$ cat src/rtl/finite_mod_accum.sv
// Running sum of 5-bit residue words mod MOD, buffered in a DEPTH-entry FIFO on a valid/ready stream.
// Define FINITE_RANGE_CHECK_EN to add the saturating out-of-range word counter err_cnt.
module finite_mod_accum #(
  parameter int MOD   = 20,
  parameter int DEPTH = 4
) (
  input  logic       clk,
  input  logic       rst,
  input  logic [4:0] in_data,
  input  logic       in_cont,
  input  logic       in_valid,
  output logic       in_ready,
  output logic [4:0] out_data,
  output logic       out_last,
  output logic       out_valid,
  input  logic       out_ready
`ifdef FINITE_RANGE_CHECK_EN
  ,
  output logic [7:0] err_cnt
`endif
);

  localparam int PW = (DEPTH > 1) ? $clog2(DEPTH) : 1;
  localparam int CW = $clog2(DEPTH + 1);
  localparam logic [4:0] MOD5 = 5'(MOD);
  localparam logic [5:0] MOD6 = 6'(MOD);

  typedef enum logic [1:0] {IDLE, RUN, DRAIN} state_t;
  typedef struct packed {
    logic [4:0] sum;
    logic       last;
  } entry_t;

  state_t                 state;
  logic [4:0]             acc;
  entry_t [DEPTH-1:0]     mem;
  logic [PW-1:0]          wr_ptr, rd_ptr;
  logic [CW-1:0]          count;

  logic [4:0] red, acc_nxt;
  logic [5:0] sum6;
  logic       full, empty, accept, pop, last_pop;
  entry_t     head;

  // A modulus of at least 16 lets one conditional subtraction fully reduce any 5-bit value
  assign red     = (in_data >= MOD5) ? in_data - MOD5 : in_data;
  assign sum6    = {1'b0, acc} + {1'b0, red};
  assign acc_nxt = (sum6 >= MOD6) ? 5'(sum6 - MOD6) : sum6[4:0];

  assign full     = (count == CW'(DEPTH));
  assign empty    = (count == '0);
  assign in_ready = rst & (state != DRAIN) & ~full;
  assign accept   = in_valid & in_ready;
  assign head     = mem[rd_ptr];
  assign out_valid = ~empty;
  assign out_data  = head.sum;
  assign out_last  = head.last;
  assign pop       = out_valid & out_ready;
  assign last_pop  = pop & head.last & (state == DRAIN);

  always_ff @(posedge clk or negedge rst) begin
    if (!rst) begin
      wr_ptr <= '0;
      rd_ptr <= '0;
      count  <= '0;
      mem    <= '0;
    end else begin
      if (accept) begin
        mem[wr_ptr] <= '{sum: acc_nxt, last: ~in_cont};
        wr_ptr      <= wr_ptr + 1'b1;
      end
      if (pop) rd_ptr <= rd_ptr + 1'b1;
      case ({accept, pop})
        2'b10:   count <= count + 1'b1;
        2'b01:   count <= count - 1'b1;
        default: count <= count;
      endcase
    end
  end

  // DRAIN blocks input, so acc cannot be touched until the tagged word has left
  always_ff @(posedge clk or negedge rst) begin
    if (!rst) begin
      state <= IDLE;
      acc   <= '0;
    end else begin
      if (accept)        acc <= acc_nxt;
      else if (last_pop) acc <= '0;
      case (state)
        IDLE:    if (accept) state <= in_cont ? RUN : DRAIN;
        RUN:     if (accept && !in_cont) state <= DRAIN;
        DRAIN:   if (last_pop) state <= IDLE;
        default: state <= IDLE;
      endcase
    end
  end

`ifdef FINITE_RANGE_CHECK_EN
  always_ff @(posedge clk or negedge rst) begin
    if (!rst)
      err_cnt <= '0;
    else if (accept && (in_data >= MOD5) && (err_cnt != 8'hFF))
      err_cnt <= err_cnt + 8'd1;
  end
`endif

endmodule

$ cat config.mk
export PLATFORM = sky130hd
export DESIGN_NAME = finite_mod_accum
export DESIGN_NICKNAME = d
export VERILOG_FILES = /design/src/rtl/finite_mod_accum.sv
export SDC_FILE = /design/constraint.sdc
export NUM_CORES = 1
export LEC_CHECK = 0
export CORE_ASPECT_RATIO = 1.25
export CORE_MARGIN = 4
export CORE_UTILIZATION = 40
export CTS_BUF_LIST = sky130_fd_sc_hd__clkbuf_8
export DETAILED_ROUTE_END_ITERATION = 10
export MAX_ROUTING_LAYER = met4
export PLACE_DENSITY = 0.6
export SETUP_SLACK_MARGIN = 0.3
export SYNTH_ARGS = -nofsm -noshare
export SYNTH_HDL_FRONTEND = slang
export SYNTH_SLANG_ARGS = --single-unit
$ cat constraint.sdc
create_clock -name clk -period 6.1 [get_ports clk]
set_input_delay 0.61 -clock clk [delete_from_list [all_inputs] [get_ports clk]]
set_output_delay 0.61 -clock clk [all_outputs]
set_load 0.05 [all_outputs]
=== Yosys cells after proc, flatten, opt, wreduce, memory -nomap -nowiden ===
Cells that the tools add are included.

* Output and inout bits: 8
* Register bits: 38
* Word-level logic and storage cells: 66
* Bits of input ports: 10

* Bitwise operators: 9
* Reductions and logical operators: 8
* Magnitude comparators: 5
* $add $sub $neg: 7
* Equality and inequality tests: 9
* Mux-type cells: 15

{| class="wikitable"
|+ Operator list
! cell !! count
|-
| $bwmux 24 || 1
|-
| $mux 5 || 4
|-
| $bmux 6 s2 || 1
|-
| $demux 6 s2 || 1
|-
| $mux 6 || 2
|-
| $sub 5x5->5 const B || 2
|-
| $mux 2 || 4
|-
| $ne 2x2->1 const B || 4
|-
| $add 5x5->6 || 1
|-
| $and 1x1->1 || 6
|-
| $ge 6x5->1 const B || 1
|-
| $lt 2x3->1 const B || 2
|-
| $pmux 2 s3 || 1
|-
| $pmux 3 s2 || 1
|-
| $ge 5x5->1 const B || 1
|-
| $add 2x1->2 const B || 2
|-
| $eq 2x1->1 const B || 2
|-
| $eq 2x2->1 const B || 2
|-
| $reduce_bool 2->1 || 2
|-
| $add 3x1->3 const B || 1
|-
| $eq 3x3->1 const B || 1
|-
| $logic_not 3->1 || 1
|-
| $not 1->1 || 3
|-
| $reduce_and 3->1 || 1
|-
| 5 further kinds || 6
|}

=== Longest topological paths before layout ===
Gate-level depths: netlist of run 1.

* Word-level depth: 7
* Depth in mapped cells: 18
* Depth with buffers taken out: 17

=== Worst setup path before layout of run 1 ===
Ideal clock, no wire load.

* Path type: input to register
* Start: in in_data[3]
* End: reg acc[2]
* Setup time: 138 ps
* Path slack: 2813 ps
* Arrival time: 3149 ps
* Cell stages on the path: 17
* Buffers on the path: 1
* Data required time: 5962 ps
* Path through: inv_1 -> ha_1 -> nor3b_1 -> nor3_1 -> nor2_1 -> nand2_1 -> o21ai_0 -> ha_1 -> a21oi_1 -> nand2_1 -> xor2_1 -> inv_1 -> ha_1 -> a31oi_1 -> o21a_1 -> clkbuf_1 -> o211ai_1

* Cells in the longest elaborated chain, start to end: 6
* Elaborated cells between the ends (all ways): 8
* Classes of those cells: add/sub (3); order compare (2); mux (3)

{| class="wikitable"
|+ RTL lines
! what !! line !! RTL
|-
| start, declared || 9 || <nowiki>input logic [4:0] in_data,</nowiki>
|-
| $sub 5x5->5 or $ge 5x5->1 (tied branches) || 46 || <nowiki>assign red = (in_data >= MOD5) ? in_data - MOD5 : in_data;</nowiki>
|-
| $mux 5 (*) || 46 ||
|-
| $add 5x5->6 (*) || 47 || <nowiki>assign sum6 = {1'b0, acc} + {1'b0, red};</nowiki>
|-
| $ge 6x5->1 or $sub 5x5->5 (tied branches) || 48 || <nowiki>assign acc_nxt = (sum6 >= MOD6) ? 5'(sum6 - MOD6) : sum6[4:0];</nowiki>
|-
| $mux 5 (*) || 48 ||
|-
| $mux 5 (*) || 87 || <nowiki>if (accept) acc <= acc_nxt;</nowiki>
|-
| end signal, assigned || 87 ||
|-
| end, declared || 35 || <nowiki>logic [4:0] acc;</nowiki>
|}

Every way passes the cells marked *; elsewhere a longest branch is shown, timed or not.
A chain may end at the register's enable or synchronous reset.

=== Final worst setup path of run 1 ===
* Start: in in_data[3]
* End: reg mem[10] (netlist bit)

* Cells in the longest elaborated chain, start to end: 6
* Elaborated cells between the ends (all ways): 8
* Classes of those cells: add/sub (3); order compare (2); mux (3)

{| class="wikitable"
|+ RTL lines
! what !! line !! RTL
|-
| $sub 5x5->5 or $ge 5x5->1 (tied branches) || 46 ||
|-
| $mux 5 (*) || 46 ||
|-
| $add 5x5->6 (*) || 47 ||
|-
| $sub 5x5->5 or $ge 6x5->1 (tied branches) || 48 ||
|-
| $mux 5 (*) || 48 ||
|-
| $bwmux 24 (*) || 69 || <nowiki>mem[wr_ptr] <= '{sum: acc_nxt, last: ~in_cont};</nowiki>
|-
| end signal, assigned by index || 69 ||
|-
| end, declared || 36 || <nowiki>entry_t [DEPTH-1:0] mem;</nowiki>
|}

Marked as above.

==> run_results.csv, run 1 <==
group,metric,value,unit
status,status,"finished clean",
logic_synthesis,syn_avg_cell_area,10.0,sq um
floorplan,dieArea,6840,sq um
finish,finalInstanceArea,2520,sq um
logic_synthesis,ys_seq_elements,38,
clocking,clock-sinks,38,
floorplan,die_width,74.8,um
sta,final-hold-violation-count,0,
clocking,htreeDepth,2,
pwr,max-vdd-ir-drop,0.188,mV
finish,mostFrequentLayoutCell,"nand2_1",
finish,final_nets,265,
floorplan,io-pin-count,18,
placement,routabilityCongestion,0.746,
finish,nFillCells,525,
sta,worst_slack,1.78,ns
pwr,powerDensity,555,nW/um^2
pwr,leakage,1.09,nW
setup_path,crit_family,"compound AO/OA/AOI/OAI gates",
clocking,cts_tree,"done",
detailed_routing,drt-total-wl,4.43,mm
floorplan,initial_core_util,41.3,%
detailed_routing,drc,0,
detailed_routing,drtAntennaViolNets,0,
setup_path,critPathLaunchType,"primary input",
sta,tns,0,ns
floorplan,rows,30,
logic_synthesis,ys_warn_count,0,
placement,post-place-cells,295,
finish,instances_no_fill,303,
setup_path,critPathMaxStageDelay,0.60,ns
clocking,cts.hold.buffers_added,0,
setup_path,path_cells,"clkdlybuf4s50_1 > inv_1 > ha_1 > nor3b_1 > nor3_1 > nor2_1 > nand2_1 > o21ai_0 > ha_1 > a21oi_1 > nand2_1 > xor2_1 > inv_1 > ha_1 > a31oi_1 > o21a_1 > o211ai_1",
sta,min_period_over_period,70.8,%
setup_path,worst_ep_required_time,6.26,ns
clocking,cts_made_buffers,5,
clocking,ctsResizeCount,0,
clocking,cts_buffer_depth,2,
clocking,path_clk_slew,0.08,ns
logic_synthesis,syn_nets,249,
logic_synthesis,synth_largest_area_cell,"dfrtp_1",
detailed_routing,routedWlPerCell,14.6,um
sta,max_freq,232,MHz
sta,max_slew_margin,39.8,%
global_route,antenna_found_initial,0,
setup_path,critPathSlowestCell,"a31oi_1",
setup_path,worst_setup_path_end_kind,"flip-flop",
placement,dp_hpwl,3.31,mm
sta,setup_viol,0,
logic_synthesis,synthCells,222,
setup_path,crit_arrival,4.48,ns
global_route,grt_pass1_wl,7.62,mm
placement,placed_cell_area,2430,sq um
finish,diodes,0,
global_route,overflow,0,
finish,area_delta_synth_final,13.2,%
clocking,cts_setup_buffers,0,
placement,dpl_worst_slack,1.55,ns
placement,portBuffers,17,
finish,layout_common_cells,"nand2_1 (48), dfrtp_1 (38), o21ai_0 (24), clkdlybuf4s50_1 (16)",
sta,rsz0062_at_grt,"false",
finish,ff_latch_area,951,sq um
floorplan,core_area,5410,sq um
logic_synthesis,synth_seq_area_share,42.6,%
setup_path,worstPathMaxFanout,11,
setup_path,critical_path_class,"primary input to flip-flop",
worst_hold_path,hold_class,"primary input to async pin",
finish,multi_input_area,1170,sq um
global_route,grt_pass1_vias,1540,
detailed_routing,vias_per_cell,5.09,
finish,drive_above_1_share,11.7,%
sta,finalCriticalPeriod,4.32,ns
logic_synthesis,synth_area_leaders,"dfrtp_1 (43%), ha_1 (8.4%), nand2_1 (8.1%)",
floorplan,die_h,91.5,um
logic_synthesis,synth_top_area_share,42.6,%
sta,worst_pin_slew,0.897,ns
logic_synthesis,ys_types,36,
run,drv_cap,0,
setup_path,critPathBufInv,3,
global_route,grt_use_total,15.1,%
detailed_routing,first_pass_iters,4,
global_route,grt_max_degree,41,
clocking,clkLatencyLatePin,0.29,ns
setup_path,cp_common_cell,"ha_1",
sta,fin_skew,0.00971,ns
detailed_routing,dr_total_vias,1543,
clocking,clock-root-buffer,"clkbuf_8",
logic_synthesis,synth.cell_area,2230,sq um
finish,finish.utilization,46.7,%
detailed_routing,drt_iter0_drc,88,
sta,slew_viol_final,0,
==> worst register-to-register path, cell delays in order (launching register included) <==
cell and delay (ns):
dfrtp_1 0.37, ha_1 0.18, inv_1 0.06, fa_1 0.40
xor2_1 0.45, inv_1 0.23, ha_1 0.24, a31oi_1 0.60
o21a_1 0.47, o211ai_1 0.15
==> per-layer routing <==
| metal | up-vias | share of wire (%) | track usage, % | wire length [um] |
|---|---|---|---|---|
| li1 | 814 | - | - | - |
| met1 | 710 | 47 | 19.3 | 2080 |
| met2 | 13 | 49 | 23.3 | 2180 |
| met3 | 6 | 2.4 | 3.99 | 105 |
| met4 | 0 | 1.4 | 4.45 | 62 |
| met5 | - | 0 | - | 0 |
==> per-stage QoR <==
| stage | power, W | hold WS, ns |
|---|---|---|
| global route | 0.00152 | 0.499 |
| CTS | 0.00142 | 0.456 |
| detailed placement | 0.00123 | 0.466 |
| finish | 0.00140 | 0.427 |
| global placement | 0.00122 | 0.456 |
| floorplan | 0.00104 | 0.314 |
==> final timing paths <==
path                       startpoint       end  slack, ns  depth (start not counted)
min reg2reg                   mem[18]   mem[18]       0.48                          2
max reg2reg                    acc[0]   mem[10]       2.82                          9
min                               rst  count[0]       0.43                          1
max                        in_data[3]   mem[10]       1.78                         17
min in group clk              mem[18]   mem[18]       0.48                          2
max in group asynchronous         rst   mem[13]       5.12                          1
==> area by class of cell <==
cell class / instances / share of cell area (%)
sequential: 38 / 37.7
clock buffer: 6 / 3.27
inverter: 16 / 2.43
tap: 64 / 3.17
timing repair buffer: 17 / 6.54
clock inverter: 2 / 0.496
multi-input combinational: 160 / 46.4
==> cells by family after synthesis <==
logic type | count (synthesis) | synth area share [%]
AOI/OAI and AO/OA | 55 | 15.9
xor gates and xnor gates | 9 | 3.53
adders and majority gates | 17 | 10.2
buffers and inverters | 24 | 4.82
DFF | 38 | 42.6
muxes | 7 | 6.56
and+or+nand+nor | 72 | 16.4
==> cells in the mapped netlist (all sizes together) <==
| cell | number |
|---|---|
| o31a | 1 |
| clkbuf | 5 |
| nand2b | 2 |
| nand3 | 1 |
| o21ai | 24 |
| a31oi | 1 |
| fa | 2 |
| or3 | 1 |
| and3 | 1 |
| and4 | 1 |
| o211ai | 10 |
| mux2 | 1 |
| xor2 | 5 |
| buf | 3 |
| dfrtp | 38 |
| nand2 | 52 |
| o31ai | 1 |
| and2 | 4 |
| mux4 | 6 |
| o2111ai | 10 |
| nor3 | 1 |
| o21a | 3 |
| or3b | 2 |
| nor3b | 1 |
| a21oi | 5 |
| clkinv | 1 |
| ha | 15 |
| inv | 15 |
| xnor2 | 4 |
| nand3b | 1 |
| nor2 | 5 |
==> state kept, by name, indices dropped and copies added (netlist names) <==
| name | cells |
|---|---|
| mem | 24 |
| acc | 5 |
| count | 3 |
| rd_ptr | 2 |
| state | 2 |
| wr_ptr | 2 |
==> power by group <==
part / switching, W / internal (W)
Sequential: 0.0000885 / 0.000364
Combinational: 0.000477 / 0.000291
Clock: 0.0000891 / 0.0000908
Total: 0.000654 / 0.000746
(Power assumes the default switching activity.)
==> run 2: changes to the inputs <==
==> constraint.sdc (replaced) <==
create_clock -name clk -period 4.1 [get_ports clk]
set_input_delay 0.41 -clock clk [delete_from_list [all_inputs] [get_ports clk]]
set_output_delay 0.41 -clock clk [all_outputs]
set_load 0.05 [all_outputs]
==> run 2 against run 1 <==
  * Critical path depth is the same
  * Cell count up 2.0%
  * Sequential power is 51% higher
  * Final area rose by 2.2%
  * Clock skew decreased by 0.0043 ns
  * Setup slack lost 1.0 ns
  * Sequential cell count unchanged
  * Clock power increased by 72%
  * Sequential share of layout area decreased by 0.82 points
  * Global-route usage increased by 0.79 points
  * Critical endpoint is now acc[2]
  * Register-to-register slack got worse by 1.2 ns
==> run_results.csv, run 2 (synthesis results as in run 1) <==
group,metric,value,unit
run,drv_cap,0,
setup_path,reg2reg_slack,1.60,ns
setup_path,worst_ep_required_time,4.26,ns
sta,setup_viol,0,
detailed_routing,drt-total-wl,4.67,mm
setup_path,cp_common_cell,"ha_1",
clocking,clock-root-buffer,"clkbuf_8",
sta,final-hold-violation-count,0,
floorplan,die_h,91.5,um
clocking,cts_buffer_depth,2,
finish,final_nets,271,
pwr,leakage,1.13,nW
setup_path,path_cells,"clkdlybuf4s50_1 > inv_1 > ha_1 > nor3b_1 > nor3_1 > nor2_1 > nand2_1 > o21ai_0 > ha_1 > a21oi_1 > nand2_1 > xor2_1 > inv_1 > ha_1 > a31oi_1 > o21a_1 > o211ai_1",
detailed_routing,drt_iter0_drc,96,
detailed_routing,first_pass_iters,4,
setup_path,reg2regPathDepth,9,
detailed_routing,dr_total_vias,1622,
finish,diodes,0,
detailed_routing,vias_per_cell,5.25,
placement,placed_cell_area,2470,sq um
global_route,grt_max_degree,40,
pwr,powerDensity,856,nW/um^2
setup_path,critPathMaxStageDelay,0.48,ns
sta,min_period_over_period,81.8,%
finish,largest_reg_flops,24,
clocking,cts.hold.buffers_added,0,
sta,tns,0,ns
floorplan,dieArea,6840,sq um
clocking,htreeDepth,2,
detailed_routing,drtAntennaViolNets,0,
clocking,ctsResizeCount,0,
sta,worst_pin_slew,0.503,ns
sta,max_slew_margin,66.4,%
sta,max_freq,298,MHz
floorplan,rows,30,
global_route,grt_pass1_vias,1590,
clocking,clock-sinks,38,
floorplan,initial_core_util,41.3,%
sta,finalCriticalPeriod,3.35,ns
finish,reg_top3,"mem: 24 flops, acc: 5 flops, count: 3 flops",
finish,mostFrequentLayoutCell,"nand2_1",
sta,slew_viol_final,0,
floorplan,die_width,74.8,um
global_route,overflow,0,
clocking,cts_made_buffers,5,
setup_path,r2r_end,"acc[2]",
finish,area_delta_synth_final,15.7,%
clocking,clkLatencyLatePin,0.29,ns
floorplan,io-pin-count,18,
finish,layout_common_cells,"nand2_1 (48), dfrtp_1 (38), o21ai_0 (24), inv_1 (17), clkdlybuf4s50_1 (16)",
detailed_routing,routedWlPerCell,15.1,um
finish,finalInstanceArea,2580,sq um
status,status,"finished clean",
setup_path,crit_arrival,3.52,ns
setup_path,rr_startpoint,"acc[0]",
clocking,path_clk_slew,0.08,ns
worst_hold_path,hold_class,"primary input to async pin",
sta,rsz0062_at_grt,"false",
finish,regMostFlops,"mem",
clocking,cts_tree,"done",
setup_path,worst_setup_path_end_kind,"flip-flop",
pwr,max-vdd-ir-drop,0.234,mV
global_route,antenna_found_initial,0,
floorplan,core_area,5410,sq um
global_route,grt_use_total,15.9,%
setup_path,critical_path_class,"primary input to flip-flop",
finish,drive_above_1_share,13.1,%
setup_path,critPathSlowestCell,"clkdlybuf4s50_1",
global_route,grt_pass1_wl,8.07,mm
sta,fin_skew,0.00537,ns
placement,dp_hpwl,3.42,mm
placement,portBuffers,17,
detailed_routing,drc,0,
clocking,cts_setup_buffers,0,
setup_path,worstPathMaxFanout,10,
placement,routabilityCongestion,0.756,
setup_path,critPathLaunchType,"primary input",
-- run 2: cell count changes in the layout (fill, tap and decap cells not counted) --
cell,previous run,this run
buf_4,0,6
clkbuf_8,6,5
clkinvlp_4,1,0
inv_1,15,17
clkinv_2,2,1
bufinv_16,0,1
-- run 2: cell type report --
type / instances / area (sq um)
Fill cell: 540 / 2820
Multi-Input combinational cell: 160 / 1170
Sequential cell: 38 / 951
Timing Repair Buffer: 23 / 210
Tap cell: 64 / 80.1
Clock buffer: 5 / 68.8
Inverter: 16 / 61.3
Clock inverter: 3 / 37.5
-- run 2: where the power goes --
part	internal, W	leakage [nW]	switching [W]
clock network	0.000177	0.0607	0.000132
registers	0.000542	0.480	0.000140
logic	0.000480	0.588	0.000738
-- run 2: per-layer routing --
layer / up-vias / global-route usage [%] / routed length, um
met4: 0 / 5.79 / 110
met1: 769 / 21.1 / 2140
li1: 818 / - / -
met3: 12 / 3.77 / 124
met5: - / - / 0
met2: 23 / 23.5 / 2300
-- run 2: per-stage QoR --
step | hold WS [ns] | setup slack, ns | total power, W | util (%) | std cells
3_3_place_gp | 0.457 | 0.541 | 0.00189 | 45.8 | 301
2_1_floorplan | 0.114 | 1.01 | 0.00155 | - | 222
5_1_grt | 0.253 | 0.417 | 0.00237 | 47.8 | 309
6_report | 0.201 | 0.746 | 0.00221 | 47.8 | 309
4_1_cts | 0.216 | 0.750 | 0.00223 | 47.8 | 309
3_5_place_dp | 0.469 | 0.442 | 0.00192 | 45.8 | 301
-- run 2: worst max-delay path: cells and delay by family --
family / cells / cell delay (ns)
XOR/XNOR: 1 / 0.18
buffers and inverters: 3 / 0.64
AND/OR/NAND/NOR: 5 / 0.61
adder cells (fa/ha/maj): 3 / 0.69
AO/OA/AOI/OAI: 5 / 0.98
-- run 2: worst max path at each step --
stage,start,to,cells after the start
3_5_place_dp,in_data[3],acc[2],17
3_3_place_gp,in_data[3],mem[16],17
4_1_cts,in_data[3],acc[2],17
2_1_floorplan,in_data[3],acc[2],17
6_report,in_data[3],acc[2],17
5_1_grt,in_data[3],mem[21],17
